==> config.mk <==
export PLATFORM = sky130hd
export DESIGN_NAME = inverse_scaling
export DESIGN_NICKNAME = d
export VERILOG_FILES = /design/src/rtl/inverse_scaling.sv
export SDC_FILE = /design/constraint.sdc
export NUM_CORES = 1
export LEC_CHECK = 0
export ABC_CLOCK_PERIOD_IN_PS = 4100
export CORE_AREA = 5 5 210 212
export DETAILED_ROUTE_END_ITERATION = 10
export DIE_AREA = 0 0 215 217
export PLACE_DENSITY = 0.81
export SLEW_MARGIN = 20
export SYNTH_ARGS = -nofsm -noshare
export SYNTH_HDL_FRONTEND = slang
export SYNTH_SLANG_ARGS = --single-unit
==> constraint.sdc <==
create_clock -name clk -period 4.1 [get_ports clk]
set_clock_uncertainty 0.2 [all_clocks]
set_input_delay 1.23 -clock clk [delete_from_list [all_inputs] [get_ports clk]]
set_output_delay 1.23 -clock clk [all_outputs]
set_load 0.02 [all_outputs]
==> src/rtl/inverse_scaling.sv <==
// inverse_scaling: maps four screen-space vertices back to normalized raw coordinates,
// walking the eight X/Y quotients through one shared restoring divider.
module inverse_scaling #(
  parameter int           W          = 21,
  parameter logic [W-1:0] DIV_X      = 21'h2800,
  parameter logic [W-1:0] DIV_Y      = 21'h1e00,
  parameter int           FRAC_SHIFT = 10
) (
  input  logic         clk,
  input  logic         rst_n,
  input  logic         in_valid,
  output logic         in_ready,
  input  logic [W-1:0] vtx1_X_scaled,
  input  logic [W-1:0] vtx1_Y_scaled,
  input  logic [W-1:0] vtx1_Z_scaled,
  input  logic [W-1:0] vtx2_X_scaled,
  input  logic [W-1:0] vtx2_Y_scaled,
  input  logic [W-1:0] vtx2_Z_scaled,
  input  logic [W-1:0] vtx3_X_scaled,
  input  logic [W-1:0] vtx3_Y_scaled,
  input  logic [W-1:0] vtx3_Z_scaled,
  input  logic [W-1:0] vtx4_X_scaled,
  input  logic [W-1:0] vtx4_Y_scaled,
  input  logic [W-1:0] vtx4_Z_scaled,
  output logic         out_valid,
  input  logic         out_ready,
  output logic [W-1:0] vtx1_X_raw,
  output logic [W-1:0] vtx1_Y_raw,
  output logic [W-1:0] vtx1_Z_raw,
  output logic [W-1:0] vtx2_X_raw,
  output logic [W-1:0] vtx2_Y_raw,
  output logic [W-1:0] vtx2_Z_raw,
  output logic [W-1:0] vtx3_X_raw,
  output logic [W-1:0] vtx3_Y_raw,
  output logic [W-1:0] vtx3_Z_raw,
  output logic [W-1:0] vtx4_X_raw,
  output logic [W-1:0] vtx4_Y_raw,
  output logic [W-1:0] vtx4_Z_raw
);

  typedef enum logic [1:0] {
    IDLE  = 2'd0,
    DIV   = 2'd1,
    STORE = 2'd2,
    DONE  = 2'd3
  } state_e;

  state_e      state_q, state_d;
  logic [4:0]  cnt_q;
  logic [2:0]  idx_q;
  logic [30:0] dvd_q;
  logic [W:0]  rem_q;
  logic        sign_q;
  logic [W-1:0] xy_lat_q [8];
  logic [W-1:0] xy_raw_q [8];
  logic [W-1:0] z_raw_q  [4];

  logic [W-1:0] xy_in_s [8];
  logic [W-1:0] z_in_s  [4];
  logic [W-1:0] divisor_s;
  logic [W:0]   rem_sh_s;
  logic [W:0]   rem_nx_s;
  logic         qbit_s;
  logic [W-1:0] quot_signed_s;
  logic [W-1:0] op_src_s;
  logic [31:0]  prep_s;

  // Returns {sign, |N|} where N is the sign-extended value shifted up by FRAC_SHIFT.
  function automatic logic [31:0] prep_operand(input logic [W-1:0] v);
    logic [31:0] n;
    logic [31:0] mag;
    n = 32'($signed(v)) << FRAC_SHIFT;
    if (n[31]) begin
      mag = ~n + 32'd1;
    end else begin
      mag = n;
    end
    return {n[31], mag[30:0]};
  endfunction

  assign xy_in_s[0] = vtx1_X_scaled;
  assign xy_in_s[1] = vtx1_Y_scaled;
  assign xy_in_s[2] = vtx2_X_scaled;
  assign xy_in_s[3] = vtx2_Y_scaled;
  assign xy_in_s[4] = vtx3_X_scaled;
  assign xy_in_s[5] = vtx3_Y_scaled;
  assign xy_in_s[6] = vtx4_X_scaled;
  assign xy_in_s[7] = vtx4_Y_scaled;
  assign z_in_s[0]  = vtx1_Z_scaled;
  assign z_in_s[1]  = vtx2_Z_scaled;
  assign z_in_s[2]  = vtx3_Z_scaled;
  assign z_in_s[3]  = vtx4_Z_scaled;

  // Restoring divide step, signed quotient and next-operand preparation.
  always_comb begin
    divisor_s = idx_q[0] ? DIV_Y : DIV_X;
    rem_sh_s  = {rem_q[W-1:0], dvd_q[30]};
    if (rem_sh_s >= {1'b0, divisor_s}) begin
      rem_nx_s = rem_sh_s - {1'b0, divisor_s};
      qbit_s   = 1'b1;
    end else begin
      rem_nx_s = rem_sh_s;
      qbit_s   = 1'b0;
    end
    if (sign_q) begin
      quot_signed_s = {W{1'b0}} - dvd_q[W-1:0];
    end else begin
      quot_signed_s = dvd_q[W-1:0];
    end
    if (state_q == IDLE) begin
      op_src_s = xy_in_s[0];
    end else begin
      op_src_s = xy_lat_q[idx_q + 3'd1];
    end
    prep_s = prep_operand(op_src_s);
  end

  // State register.
  always_ff @(posedge clk or negedge rst_n) begin
    if (!rst_n) begin
      state_q <= IDLE;
    end else begin
      state_q <= state_d;
    end
  end

  // Next-state logic.
  always_comb begin
    state_d = state_q;
    case (state_q)
      IDLE: begin
        if (in_valid) begin
          state_d = DIV;
        end else begin
          state_d = IDLE;
        end
      end
      DIV: begin
        if (cnt_q == 5'd30) begin
          state_d = STORE;
        end else begin
          state_d = DIV;
        end
      end
      STORE: begin
        if (idx_q == 3'd7) begin
          state_d = DONE;
        end else begin
          state_d = DIV;
        end
      end
      DONE: begin
        if (out_ready) begin
          state_d = IDLE;
        end else begin
          state_d = DONE;
        end
      end
      default: state_d = IDLE;
    endcase
  end

  // Handshake outputs decoded from the state register.
  always_comb begin
    in_ready  = 1'b0;
    out_valid = 1'b0;
    case (state_q)
      IDLE:    in_ready  = 1'b1;
      DONE:    out_valid = 1'b1;
      default: begin
        in_ready  = 1'b0;
        out_valid = 1'b0;
      end
    endcase
  end

  // Datapath: operand latch, divider iterations and result registers.
  always_ff @(posedge clk or negedge rst_n) begin
    if (!rst_n) begin
      cnt_q  <= 5'd0;
      idx_q  <= 3'd0;
      dvd_q  <= 31'd0;
      rem_q  <= {(W+1){1'b0}};
      sign_q <= 1'b0;
      for (int i = 0; i < 8; i++) begin
        xy_lat_q[i] <= {W{1'b0}};
        xy_raw_q[i] <= {W{1'b0}};
      end
      for (int i = 0; i < 4; i++) begin
        z_raw_q[i] <= {W{1'b0}};
      end
    end else begin
      case (state_q)
        IDLE: begin
          if (in_valid) begin
            for (int i = 0; i < 8; i++) begin
              xy_lat_q[i] <= xy_in_s[i];
            end
            for (int i = 0; i < 4; i++) begin
              z_raw_q[i] <= z_in_s[i];
            end
            idx_q  <= 3'd0;
            cnt_q  <= 5'd0;
            rem_q  <= {(W+1){1'b0}};
            dvd_q  <= prep_s[30:0];
            sign_q <= prep_s[31];
          end
        end
        DIV: begin
          dvd_q <= {dvd_q[29:0], qbit_s};
          rem_q <= rem_nx_s;
          cnt_q <= cnt_q + 5'd1;
        end
        STORE: begin
          xy_raw_q[idx_q] <= quot_signed_s;
          idx_q           <= idx_q + 3'd1;
          if (idx_q != 3'd7) begin
            cnt_q  <= 5'd0;
            rem_q  <= {(W+1){1'b0}};
            dvd_q  <= prep_s[30:0];
            sign_q <= prep_s[31];
          end
        end
        DONE: begin
          cnt_q <= cnt_q;
        end
        default: begin
          cnt_q <= 5'd0;
        end
      endcase
    end
  end

  assign vtx1_X_raw = xy_raw_q[0];
  assign vtx1_Y_raw = xy_raw_q[1];
  assign vtx2_X_raw = xy_raw_q[2];
  assign vtx2_Y_raw = xy_raw_q[3];
  assign vtx3_X_raw = xy_raw_q[4];
  assign vtx3_Y_raw = xy_raw_q[5];
  assign vtx4_X_raw = xy_raw_q[6];
  assign vtx4_Y_raw = xy_raw_q[7];
  assign vtx1_Z_raw = z_raw_q[0];
  assign vtx2_Z_raw = z_raw_q[1];
  assign vtx3_Z_raw = z_raw_q[2];
  assign vtx4_Z_raw = z_raw_q[3];

endmodule

======== Word level (Yosys, flattened, before mapping) ========
Cells that the tools add are included.
W data, S select, Z words.
storage, ports and cells
  bits of input ports ..................... 256
  bits in registers ....................... 483
  output and inout port bits .............. 254
  memory bits (writable) .................. 0
  logic and storage cells ................. 89
  latch bits .............................. 0
  ROM bits ................................ 0
  memories kept ........................... 0
cells by class
  add/subtract/negate cells ............... 5
  reduce and logical (&&, ||, !) cells .... 9
  divide/modulo/power cells ............... 0
  equal/unequal tests ..................... 8
  bitwise gates (word level) .............. 4
  muxes and demuxes ....................... 33
  shift operators ......................... 0
  order comparisons ....................... 4
  multiply operators ...................... 0
operator list
  kind                     count
  $bwmux W168              1
  $mux W21                 8
  $mux W31                 3
  $pmux W31 S3             1
  $bmux W21 S3             1
  $demux W21 S3            1
  $pmux W21 S3             1
  $add A31 B1 Y31 const B  1
  $not A31 Y31             1
  $ge A22 B14 Y1           1
  $sub A1 B21 Y21 const A  1
  $sub A21 B14 Y21         1
  $pmux W5 S3              1
  $mux W14                 1
  $mux W5                  2
  $reduce_and A3 Y1        3
  $ge A4 B4 Y1 const B     2
  $not A3 Y4               2
  $pmux W2 S4              1
  $mux W1                  6
  $mux W2                  3
  $pmux W3 S2              1
  $add A5 B1 Y5 const B    1
  $eq A5 B5 Y1 const B     1
  15 further kinds         18

======== Longest topological paths before layout ========
Gate-level depths: netlist of the first run.
  word-level depth ........................ 11
  mapped depth ............................ 13
  gate-level depth less buffers ........... 11

======== Worst setup path before layout of the first run ========
Ideal clock, no wire load.
  path type ............................... reg2reg
  from .................................... register idx_q[0]
  to ...................................... register dvd_q[24]
  setup time .............................. 131 ps
  buffers on the path ..................... 2
  arrival ................................. 2813 ps
  required time ........................... 3769 ps
  cell stages (with the launch flop) ...... 14
  clock period less this slack ............ 3144 ps
  path slack .............................. 956 ps
  cells stage by stage .................... dfrtp_1 ha_1 ha_1 buf_6 and2_2 buf_2 a22oi_1 a31oi_2 ha_1 and3_2 nand4b_4 o41ai_2 xor2_1 o21ai_1
on the way
  cells in the longest elaborated chain, start to end .. 11
  elaborated cells between the ends (all ways) .. 15
  those cells by class .................... add/sub: 2; eq/ne: 2; mux: 8; bitwise: 2; reduce/logical: 1
RTL lines
  what                                          RTL line  text
  start: declaration                            50        logic [2:0] idx_q;
  start signal: assignment                      216       idx_q <= idx_q + 3'd1;
  $add A3 B1 Y3                                 113       op_src_s = xy_lat_q[idx_q + 3'd1];
  $not A3 Y4 (not written as such)              113
  $bmux W21 S3                                  113
  $mux W21 (not written as such) (2 in series)  113
  $mux W21                                      110       if (state_q == IDLE) begin
  $not A31 Y31                                  74        mag = ~n + 32'd1;
  $add A31 B1 Y31                               74
  $mux W31                                      73        if (n[31]) begin
  $mux W31, on equally long branches            217, 195
  $pmux W31 S3                                  193       case (state_q)
  end signal: assignment                        205       dvd_q <= prep_s[30:0];
  end signal: assignment                        210       dvd_q <= {dvd_q[29:0], qbit_s};
  end signal: assignment                        220       dvd_q <= prep_s[30:0];
  end: declaration                              51        logic [30:0] dvd_q;
Several ways; a longest one is shown, not always the timed one. The select of a mux whose other input is x is not followed.
A chain may end at the register's enable or synchronous reset.

======== Worst setup path in the final report of the first run ========
  from .................................... register state_q[0]
  to ...................................... output port in_ready
on the way
  cells in the longest elaborated chain, start to end .. 2
RTL lines
  what                      RTL line  text
  start: declaration        48        state_e state_q, state_d;
  start signal: assignment  123       state_q <= state_d;
  $logic_not A2 Y1          167       case (state_q)
  $mux W1                   167
  end: declaration          12        output logic in_ready,
Every way passes these cells.

==> metrics.txt, run 1 <==
status finished, final reports clean; WL per Instance 22.54 µm; Slew Viols, Final 0; slowest stage cell, crit path clkdlybuf4s50_1; synth warn 0; Chip Height 217 µm; GR Overflow Total 0; post-synthesis sequential area ratio 58.49%; Synth Area in Compound Gates 9.712%; vias in the first global route 16165; Worst-Margin Slew 1047 ps; num ports 510; initial antenna violation count 8; critical-path cell list or2_4, inv_4, clkdlybuf4s50_1; Synth top area share 58.49%; via count 15219; Max-cap violations 0; Leak 12.08 nW; Post-Syn Area 0.02066 mm²; number of flops mapped to enable cells by yosys 0; Final Hold Viols 0; Post-DP Area 0.02640 mm²; share of cells above drive strength 1 20.79%; setup bufs post-CTS 0; Post-DRT Antenna Nets 0; cts bufs inserted 49; core area 0.04176 mm²; crit path max fanout 31; mux cell area share after synthesis 19.55%; post-route setup slack 362.3 ps; pwr dens 678.1 mW/mm²; P&R area growth vs syn 35.33%; Nets 2400; Area contributors post-synth dfrtp_1, mux2_2, o21ai_0, nand2_1, mux2i_1; Residual DRC 0; Worst EP arrival 2310 ps; Main synth FF type dfrtp_1; gr usage total 25.72%; crit path kind reg -> out; fill count 2955; Synth Area per Inst 12.68 µm²; Total Power 0.01896 W; most common cell in the netlist dfrtp_1; post-DR vias/cell 5.620; hold_buf cts 0; Detailed Routing Iterations Pass 1 7; Worst setup SP type register; Async SR Flop Fraction 100.0%; # rows 75; CTS tree built; Worst slew margin 29.68%; r2r setup slk 460 ps; FF-to-FF Start idx_q[0]$_DFFE_PN0P_; die area 0.04666 mm²; Synth area leader dfrtp_1; Reg2Reg Depth 11; hold slack final 278.2 ps; CP Capture Point in_ready; largest family of logic cells by synthesized area multiplexers; Post-Place Worst Slack 416.1 ps; DRT iter0 DRCs 1185; post-synthesis cell count 1629; r2r endpoint dvd_q[27]$_DFFE_PN0P_; RSZ-0062 raised after global routing false; H-tree levels 2; Worst Hold Class reg -> reg; xor/xnor share of the synthesized area 1.986%; Initial Util 49.48%; post-DP HPWL 45480 µm; pin count of the biggest net entering global routing 91; number of synthesized register bits 483; fmax 267.5 MHz; clock slew seen by the registers of the worst setup and hold paths 60 ps; Critical Path End Type output port; Post-CTS Resized 0; Fin Setup TNS 0 ps; CP startpoint state_q[0]$_DFF_PN0_; Clock Path Buffers 3; Post-Synth Adder-Cell Area 0.7024%; Syn Nets 1896; Port Buffer Count 509; final worst-path cycle share 91.16%; # clock sinks 483; Synth cell types 71; Final GP Congestion 0.8652; most instantiated cells after synthesis dfrtp_1, mux2_2, nand2_1; CTS Root Cell clkbuf_16; global-route wire length before repair 94660 µm; Die Wd 215 µm; Worst-Skew Late Latency 580 ps; design area 0.02796 mm²; Post-Synth Simple-Gate Area 6.800%; Max VDD drop 0.5358 mV; crit-path max cell delay 680 ps; Final setup violation count 0; WL final 61030 µm; Final min period 3738 ps; Worst Path Required 2670 ps
## placed cells by master (no fill, tap or decap), types with 27 or more instances in the layout
cell             count
buf_4               35
mux2_2             277
nand2_1            208
dfrtp_1            482
a22oi_1             39
a22o_1              30
o21ai_0            160
mux2i_1             56
clkbuf_16           49
clkdlybuf4s50_1    508
xor2_1              27
o21ai_1             28
## worst min path at each step
stage	startpoint	cells after the start	end
floorplan	rem_q[7]$_DFFE_PN0P_	2	rem_q[8]$_DFFE_PN0P_
global placement	vtx1_Y_raw[7]$_DFFE_PN0P_	2	vtx1_Y_raw[7]$_DFFE_PN0P_
detailed placement	vtx4_X_raw[9]$_DFFE_PN0P_	2	vtx4_X_raw[9]$_DFFE_PN0P_
CTS	vtx4_X_raw[9]$_DFFE_PN0P_	2	vtx4_X_raw[9]$_DFFE_PN0P_
global route	vtx3_X_raw[3]$_DFFE_PN0P_	2	vtx3_X_raw[3]$_DFFE_PN0P_
finish	vtx1_Y_raw[16]$_DFFE_PN0P_	2	vtx1_Y_raw[16]$_DFFE_PN0P_
## sequential cells by signal, summed over array words and instances (netlist names), 21 cells and up
name and flops:
rem_q 21, vtx1_Y_raw 21, vtx4_Z_raw 21, vtx4_X_raw 21, vtx2_Y_raw 21, dvd_q 31
vtx4_Y_raw 21, vtx1_Z_raw 21, vtx1_X_raw 21, vtx3_X_raw 21, vtx2_X_raw 21, xy_lat_q 168
vtx3_Y_raw 21, vtx3_Z_raw 21, vtx2_Z_raw 21
## per-layer routing
layer  routed length (µm)  GRT usage (%)  vias up
li1                     -              -     6817
met1                23420          31.68     7615
met2                29770          42.92      635
met3                 5282          7.879      142
met4                 2479          10.09       10
met5                   70              0        -
## where the power goes
part / switching, W / internal (W)
clock: 0.00182 / 0.00255
sequential: 0.000968 / 0.00617
combinational: 0.00402 / 0.00344
total: 0.00680 / 0.0122
## area by class of cell
class	instances	area (µm²)	share of cell area [%]
flip-flops and latches	483	12090	43.23
multi-input cells	1030	8033	28.72
repair buffers	553	5543	19.82
clock buffers	69	1401	5.011
well taps	539	674.4	2.412
clock inverters	14	150.1	0.5369
inverters	16	62.56	0.2237
diodes	4	10.01	0.03579
## critical path, delay by kind of cell, from the launching register on
family	cells	cell delay (ps)
buffers and inverters	2	980
flip-flops	1	370
AND/OR/NAND/NOR	1	350
## kinds of logic after synthesis
group / count (synthesis)
adders and majority gates: 11
DFF: 483
muxes: 349
and+or+nand+nor: 308
buffers and inverters: 116
xor gates and xnor gates: 46
AOI/OAI and AO/OA: 316
## metrics by stage
step	instances	utilization (%)
5_1_grt	2706	66.95
3_3_place_gp	2621	63.21
2_1_floorplan	1629	-
6_report	2708	66.97
4_1_cts	2704	66.93
3_5_place_dp	2621	63.21
Note: power is estimated with default switching activity, not from simulation.
==> inputs of run 2 (changes only) <==
--- a/config.mk
+++ b/config.mk
@@ -6,10 +6,10 @@
 export NUM_CORES = 1
 export LEC_CHECK = 0
 export ABC_CLOCK_PERIOD_IN_PS = 4100
-export CORE_AREA = 5 5 210 212
+export CORE_AREA = 5 5 269 271
 export DETAILED_ROUTE_END_ITERATION = 10
-export DIE_AREA = 0 0 215 217
-export PLACE_DENSITY = 0.81
+export DIE_AREA = 0 0 274 276
+export PLACE_DENSITY = 0.54
 export SLEW_MARGIN = 20
 export SYNTH_ARGS = -nofsm -noshare
 export SYNTH_HDL_FRONTEND = slang
==> metrics.txt, run 2 (same netlist as run 1, synthesis figures left out) <==
core area 0.06954 mm²; Post-DRT Antenna Nets 0; Max VDD drop 0.4165 mV; status finished, final reports clean; Port Buffer Count 509; initial antenna violation count 17; pin count of the biggest net entering global routing 92; commonest non-fill, non-tap cell in the layout clkdlybuf4s50_1; # clock sinks 483; share of cells above drive strength 1 21.16%; GR Overflow Total 0; Worst-Skew Late Latency 610 ps; Fin Setup TNS 0 ps; CTS tree built; Core Util, Final 41.29%; Worst Hold Class reg -> reg; Worst EP arrival 2380 ps; crit path max fanout 31; num ports 510; DRT iter0 DRCs 775; Die Wd 274 µm; Worst Path Required 2670 ps; cts bufs inserted 55; CTS Root Cell clkbuf_16; clock slew seen by the registers of the worst setup and hold paths 50 ps; Leak 12.18 nW; most frequent cells in the layout clkdlybuf4s50_1, dfrtp_1, mux2_2; RSZ-0062 raised after global routing false; H-tree levels 2; WL per Instance 20.85 µm; global-route wire length before repair 98790 µm; Worst slew margin 37.80%; post-DR vias/cell 4.716; setup bufs post-CTS 0; gr usage total 16.83%; largest register by flop count xy_lat_q; post-DP HPWL 48770 µm; Slew Viols, Final 0; vias in the first global route 15412; Final Hold Viols 0; Detailed Routing Iterations Pass 1 4; Worst setup SP type register; P&R area growth vs syn 38.96%; Chip Height 276 µm; Final setup violation count 0; WL final 65300 µm; Final GP Congestion 0.7918; Critical Path End Type output port; hold_buf cts 0; Post-Place Worst Slack 378.6 ps; Initial Util 29.71%; Final min period 3812 ps; Max-cap violations 0; pwr dens 678.2 mW/mm²; Post-CTS Resized 0; # rows 97; flip-flop and latch area 0.01209 mm²; Clock Path Buffers 3; via count 14771; Worst-Margin Slew 929.9 ps; final worst-path cycle share 92.98%; number of flip-flops in the largest register 168; hold slack final 276.3 ps; die area 0.07562 mm²; Residual DRC 0; post-route setup slack 287.8 ps; fill count 6573; crit path kind reg -> out; footprint of the multi-input gates 0.008026 mm²; Nets 2413; top flop regs xy_lat_q: 168 flops, dvd_q: 31 flops; Total Power 0.01947 W; fmax 262.3 MHz
## run 2: changes by cell type in the layout (fill, tap and decap cells not counted), moves of 2 or more
cell,previous run,this run
clkbuf_8,10,6
clkinv_2,9,7
inv_6,0,2
diode_2,4,9
clkinvlp_4,2,4
clkbuf_1,10,15
buf_4,35,41
clkbuf_16,49,55
inv_16,0,2
## run 2: metrics by stage
step | instance area, µm² | cells
detailed placement | 26960 | 3029
global route | 28690 | 3124
floorplan | 20660 | 1629
global placement | 26960 | 3029
finish | 28710 | 3132
CTS | 28690 | 3123
## run 2: worst max-delay path, cell delays in order (launching register included)
cell,delay (ps)
dfrtp_1,370
or2_4,350
inv_4,340
clkdlybuf4s50_1,690
## run 2: power breakdown
part	switching [W]	internal, W
logic	0.00406	0.00356
clock network	0.00200	0.00277
registers	0.000916	0.00617
total	0.00698	0.0125
## run 2: cell type report
class / instances / area share [%]
Antenna cell: 9 / 0.07843
Clock buffer: 76 / 5.277
Clock inverter: 18 / 0.7408
Inverter: 16 / 0.2179
Multi-Input combinational cell: 1030 / 27.95
Sequential cell: 483 / 42.11
Tap cell: 940 / 4.096
Timing Repair Buffer: 560 / 19.53
## run 2: final timing paths
check | start | endpoint | slack [ps] | cells past startpoint
hold / removal | vtx4_Y_raw[14]$_DFFE_PN0P_ | vtx4_Y_raw[14]$_DFFE_PN0P_ | 280 | 2
setup / recovery | state_q[0]$_DFF_PN0_ | in_ready | 290 | 3
hold reg to reg | vtx4_Y_raw[14]$_DFFE_PN0P_ | vtx4_Y_raw[14]$_DFFE_PN0P_ | 280 | 2
setup reg to reg | idx_q[0]$_DFFE_PN0P_ | dvd_q[29]$_DFFE_PN0P_ | 430 | 10
min in group asynchronous | rst_n | vtx4_X_raw[16]$_DFFE_PN0P_ | 330 | 1
max in group asynchronous | rst_n | vtx3_Z_raw[13]$_DFFE_PN0P_ | 2320 | 2
## run 2: layer usage
layer | global-route usage, % | up-vias | wire [µm]
met4 | 3.234 | 20 | 1045
met1 | 20.97 | 7395 | 26900
met5 | 0 | - | 149
met3 | 5.263 | 83 | 5136
met2 | 28.98 | 424 | 32080
li1 | - | 6849 | -
